`src/rtl/riscv_pkg.sv`:
```
// Shared RV32I core definitions: architectural widths, reset defaults and
// the IF/ID pipeline register layout.
package riscv_pkg;

  localparam int unsigned XLEN = 32;

  localparam logic [XLEN-1:0] NOP_INSTR        = 32'h0000_0013;
  localparam logic [XLEN-1:0] RESET_PC_DEFAULT = 32'h0000_0000;

  typedef struct packed {
    logic [XLEN-1:0] instr;
    logic [XLEN-1:0] pc;
    logic [XLEN-1:0] pc_plus4;
    logic            valid;
  } if_id_t;

  localparam if_id_t IF_ID_FLUSH = '{
    instr:    NOP_INSTR,
    pc:       '0,
    pc_plus4: '0,
    valid:    1'b0
  };

endpackage

```
`src/rtl/pc_reg.sv`:
```
// Program counter register with redirect/stall next-PC selection, word
// alignment of redirect targets and a one-cycle misaligned-target pulse.
module pc_reg
  import riscv_pkg::*;
#(
  parameter logic [XLEN-1:0] RESET_PC = RESET_PC_DEFAULT
) (
  input  logic            clk,
  input  logic            rst,
  input  logic            stall_i,
  input  logic            redirect_i,
  input  logic [XLEN-1:0] redirect_target_i,
  output logic [XLEN-1:0] pc_o,
  output logic            misaligned_o
);

  logic [XLEN-1:0] pc_q;
  logic            misaligned_q;

  // Redirect wins over stall; the low two target bits are dropped so fetch
  // always continues on a word boundary.
  always_ff @(posedge clk or posedge rst) begin
    if (rst) begin
      pc_q         <= RESET_PC;
      misaligned_q <= 1'b0;
    end else begin
      misaligned_q <= redirect_i && (redirect_target_i[1:0] != 2'b00);
      if (redirect_i) begin
        pc_q <= {redirect_target_i[XLEN-1:2], 2'b00};
      end else if (!stall_i) begin
        pc_q <= pc_q + 32'd4;
      end
    end
  end

  assign pc_o         = pc_q;
  assign misaligned_o = misaligned_q;

endmodule

```
`src/rtl/fetch_stage.sv`:
```
// Instruction-fetch stage: drives the PC to instruction memory, captures the
// returned instruction into the IF/ID register and counts captured fetches.
module fetch_stage
  import riscv_pkg::*;
#(
  parameter logic [31:0]  RESET_PC   = RESET_PC_DEFAULT,
  parameter int unsigned  DATA_WIDTH = 32,
  parameter int unsigned  CNT_WIDTH  = 32
) (
  input  logic                  clk,
  input  logic                  rst,
  input  logic                  stall_i,
  input  logic                  redirect_i,
  input  logic [31:0]           redirect_target_i,
  output logic [31:0]           pc_o,
  input  logic [DATA_WIDTH-1:0] instr_i,
  output logic [DATA_WIDTH-1:0] if_id_instr_o,
  output logic [31:0]           if_id_pc_o,
  output logic [31:0]           if_id_pc_plus4_o,
  output logic                  if_id_valid_o,
  output logic                  misaligned_o,
  output logic [CNT_WIDTH-1:0]  fetch_count_o
);

  if (DATA_WIDTH != XLEN) begin : g_width_check
    $error("fetch_stage: DATA_WIDTH must equal XLEN");
  end

  if_id_t               if_id_q;
  logic [CNT_WIDTH-1:0] fetch_count_q;

  pc_reg #(
    .RESET_PC (RESET_PC)
  ) u_pc_reg (
    .clk               (clk),
    .rst               (rst),
    .stall_i           (stall_i),
    .redirect_i        (redirect_i),
    .redirect_target_i (redirect_target_i),
    .pc_o              (pc_o),
    .misaligned_o      (misaligned_o)
  );

  // A redirect flushes the instruction fetched this cycle, so it is neither
  // captured nor counted.
  always_ff @(posedge clk or posedge rst) begin
    if (rst) begin
      if_id_q       <= IF_ID_FLUSH;
      fetch_count_q <= '0;
    end else if (redirect_i) begin
      if_id_q <= IF_ID_FLUSH;
    end else if (!stall_i) begin
      if_id_q <= '{
        instr:    instr_i,
        pc:       pc_o,
        pc_plus4: pc_o + 32'd4,
        valid:    1'b1
      };
      fetch_count_q <= fetch_count_q + CNT_WIDTH'(1);
    end
  end

  assign if_id_instr_o    = if_id_q.instr;
  assign if_id_pc_o       = if_id_q.pc;
  assign if_id_pc_plus4_o = if_id_q.pc_plus4;
  assign if_id_valid_o    = if_id_q.valid;
  assign fetch_count_o    = fetch_count_q;

endmodule

```
`config.mk`:
```
export PLATFORM = sky130hd
export DESIGN_NAME = fetch_stage
export DESIGN_NICKNAME = d
export VERILOG_FILES = /design/src/rtl/riscv_pkg.sv /design/src/rtl/pc_reg.sv /design/src/rtl/fetch_stage.sv
export SDC_FILE = /design/constraint.sdc
export NUM_CORES = 1
export LEC_CHECK = 0
export BUFFER_PORTS_ARGS = -buffer_cell sky130_fd_sc_hd__clkbuf_2
export CORE_MARGIN = 2
export CORE_UTILIZATION = 35
export DETAILED_ROUTE_END_ITERATION = 6
export PLACE_DENSITY = 0.6
export SETUP_SLACK_MARGIN = 0.15
export SLEW_MARGIN = 20
export SYNTH_ARGS = -nofsm -noshare
export SYNTH_HDL_FRONTEND = slang
export SYNTH_SLANG_ARGS = --single-unit
```
`constraint.sdc`:
```
create_clock -name clk -period 6 [get_ports clk]
set_clock_uncertainty 0.05 [all_clocks]
set_input_delay 0.3 -clock clk [delete_from_list [all_inputs] [get_ports clk]]
set_output_delay 0.3 -clock clk [all_outputs]
set_load 0.1 [all_outputs]
```
==> results.txt <==
The flow ran to the end, but the final reports show violations. The checks that failed: hold timing. The detailed router placed 5697 vias in this run. The post-route minimum period came out at 2.554 ns.

Adding up every negative setup slack in the final design gives 0 ns. The family of cells with the greatest summed delay on the critical path is buffers and inverters. The final count of negative-setup-slack endpoints is 0. The power density over the cells is 347.6 mW/mm^2.

The number of pins with negative max-slew slack in the final report is 0. Once detail routing completed, the nets flagged for antenna violations numbered 0. The cell area after layout came out at 0.009199 mm^2. The placeable core area came out at 0.02082 mm^2. The area added between synthesis and finish is 25.08%. The slowest stage of the critical path belongs to the cell sky130_fd_sc_hd__buf_4. Row generation in the floorplan step produced 53 rows. Across the whole layout, storage elements account for 0.003933 mm^2. The largest stage delay on the critical path is 0.71 ns. The synthesized netlist contains 46 unique library cells. The initial antenna violation count came to 0. Counting flops with an async set or reset pin after synthesis yields a share of 1.000. In this run, the number of DRC markers left after iteration 0 of detailed routing was 237. In this run, post-CTS hold repair placed 0 buffers.

The overall power of the completed layout is 3.198 mW. The maximum clock frequency came out at 391.6 MHz. At the later pin of the worst-skew pair, clock insertion delay measures 0.42 ns. Once detailed placement completed, the half-perimeter wirelength came to 12790 um. The cell at the root of the clock tree is sky130_fd_sc_hd__clkbuf_16. The worst setup path is captured at a register. Entering global routing, the biggest net connects 90 pins. The arrival time of the worst setup path is 2.77 ns.

The I/O pin count is 230. Counting the buffers created by CTS gives 17. Walking the worst path, the cells encountered are buf_4 > buf_4 > inv_2 > and4_1 > xnor2_1 > o21ai_0. Summing every instance area after synthesis gives 0.007355 mm^2. The leakage power summed over all cells came out at 4.552 nW. The height of the die came out at 149.0 um. The number of standard cells after synthesis came out at 701. The number of gates resized after CTS came out at 0. The number of detailed-routing iterations run before antenna repair came out at 4.

The minimum setup slack in the final design came out at 3.446 ns. The depth of the CTS H-tree is 4. For this run, the total global-route usage over all layers was measured as 0.1701.

The cell that appears most often on the critical path is sky130_fd_sc_hd__buf_4. Tracing the worst setup path back leads to its startpoint at stall_i. The worst-case hold slack came out at -0.01217 ns. The worst-case register-to-register setup slack is 3.51 ns. In the routed layout, each cell is associated on average with a via count of 4.812. The actual transition at the worst max-transition pin is 0.9516 ns. After synthesis the netlist holds a flip-flop and latch count of 157. The total overflow reported by the global router came out at 0. The number of nets in the final layout is 966. The count of warnings emitted by yosys came out at 0. The global-route wire length before repair came out at 29780 um. Leaving out fill and tap cells, the most frequent cell in the layout is sky130_fd_sc_hd__clkbuf_2.

The final hold violation count was 7. In this run the tool buffered the top-level ports with 227 buffer cells. The count of maximum capacitance violations is 0.

The worst register-to-register path ends at u_pc_reg.pc_o[28]$_DFFE_PP0N_. The number of antenna diodes came out at 0. The placer's final routability congestion estimate came out at 0.7432. The ratio of cells with drive above 1 in the final layout is 0.3091. The worst setup path is of the in2reg kind. Setup repair after global routing left no endpoint under its margin. Fill cells in the final layout number 2078. The worst pin sits at a relative slew slack of 0.3647. The number of enable-type register cells in the synthesized netlist came out at 0. The multi-input combinational cells in the finished layout cover a total of 0.003147 mm^2. The number of cells on the worst reg-to-reg path came out at 6.

The worst register-to-register path begins at u_pc_reg.pc_o[2]$_DFFE_PP0N_. The post-detailed-route wirelength per cell came out at 15.81 um. TritonCTS built the clock tree. The via count of the first global-routing pass is 5515.

The total routed wirelength came out at 18720 um. The pre-CTS setup slack came out at 3.027 ns. The largest driver fanout on the critical path came out at 56. The kind of start point of the critical path is an input port. The class of the tightest hold or removal check is in2async.

The DRC violation count after routing came out at 0. The tree built by TritonCTS fans out to 157 sinks. The share of the clock period used by the worst path is 0.4256. The sequential fraction of the synthesis area came out at 0.5347. The peak supply drop came out at 0.0002064 V.

The average instance area after synthesis came out at 10.49 um^2. The die area came out at 0.02219 mm^2. The post-place instance area is 0.008622 mm^2.

For this configuration, the core starts out at a cell density of 0.3532. The buffer levels on the longest clock path came out at 2. The number of setup buffers added after CTS is 0.

Leaving out fill and tap cells, the most frequent cells in the layout are sky130_fd_sc_hd__clkbuf_2, sky130_fd_sc_hd__dfrtp_1, sky130_fd_sc_hd__nor2_1. The floorplan step set the die width to 149.0 um. For this run, the leading register cell type out of synthesis is sky130_fd_sc_hd__dfrtp_1. Clock-pin slew was measured on the worst setup and hold paths at 0.07 ns.

For the worst setup path, the data required time is 6.22 ns. Counting both buffers and inverters, the worst setup path holds a total of 3.
metal layers:
metal,share of wire,routed length [um],up-vias,global-route usage
li1,-,-,2762,-
met1,0.45,8340,2746,0.2240
met2,0.47,8889,171,0.2726
met3,0.070,1311,18,0.05138
met4,0.0095,178,0,0.04714
met5,0,0,-,0
area by class of cell:
type                       instances  share of cell area
timing repair buffer             230              0.1265
sequential                       157              0.4275
clock buffer                      18             0.04774
multi-input combinational        482              0.3421
tap                              275             0.03740
inverter                           8            0.003808
clock inverter                    14             0.01496
worst max path at each step:
stage,endpoint,cells past startpoint
after floorplan,fetch_count_o[0]$_DFFE_PP0P_,1
after global placement,u_pc_reg.pc_o[14]$_DFFE_PP0N_,6
after detailed placement,u_pc_reg.pc_o[11]$_DFFE_PP0N_,6
after CTS,u_pc_reg.pc_o[28]$_DFFE_PP0N_,6
after global routing,u_pc_reg.pc_o[11]$_DFFE_PP0N_,6
final,u_pc_reg.pc_o[11]$_DFFE_PP0N_,6
cells by family after synthesis:
kind of cell,count (synthesis),share of synthesized area
DFF,157,0.5347
AOI/OAI and AO/OA,67,0.05495
muxes,61,0.08336
other,1,0.0005099
xor gates and xnor gates,86,0.1024
and+or+nand+nor,264,0.1827
adders and majority gates,2,0.003402
buffers and inverters,63,0.03794
where the power goes:
| part | internal [mW] | switching, mW | leakage [nW] | total, mW |
|---|---|---|---|---|
| clock | 0.589 | 0.462 | 0.271 | 1.05 |
| sequential | 1.14 | 0.101 | 2.05 | 1.24 |
| combinational | 0.152 | 0.756 | 2.23 | 0.908 |
flip-flops by register name, summed over array words and instances (netlist names):
name and flops:
if_id_pc_plus4_o 30, u_pc_reg.pc_o 30, fetch_count_o 32, u_pc_reg.misaligned_o 1
if_id_pc_o 31, if_id_valid_o 1, if_id_instr_o 32
Yosys cell counts (8+ instances only):
master	n	area share
sky130_fd_sc_hd__a211oi_1	17	0.017
sky130_fd_sc_hd__a21oi_1	13	0.0088
sky130_fd_sc_hd__and3_1	10	0.0085
sky130_fd_sc_hd__and4_1	9	0.011
sky130_fd_sc_hd__buf_2	12	0.0082
sky130_fd_sc_hd__clkbuf_1	29	0.015
sky130_fd_sc_hd__dfrtp_1	154	0.52
sky130_fd_sc_hd__mux2i_1	59	0.080
sky130_fd_sc_hd__nand2_1	68	0.035
sky130_fd_sc_hd__nand3_1	31	0.021
sky130_fd_sc_hd__nand4_1	16	0.014
sky130_fd_sc_hd__nor2_1	96	0.049
sky130_fd_sc_hd__nor3_1	8	0.0054
sky130_fd_sc_hd__o21ai_0	29	0.020
sky130_fd_sc_hd__xnor2_1	45	0.054
sky130_fd_sc_hd__xor2_1	41	0.049
stage by stage:
stage	util	instances
2_1_floorplan	-	702
3_3_place_gp	0.4141	1152
3_5_place_dp	0.4141	1152
4_1_cts	0.4418	1184
5_1_grt	0.4418	1184
6_report	0.4418	1184
Power figures use the tool's default switching activity.
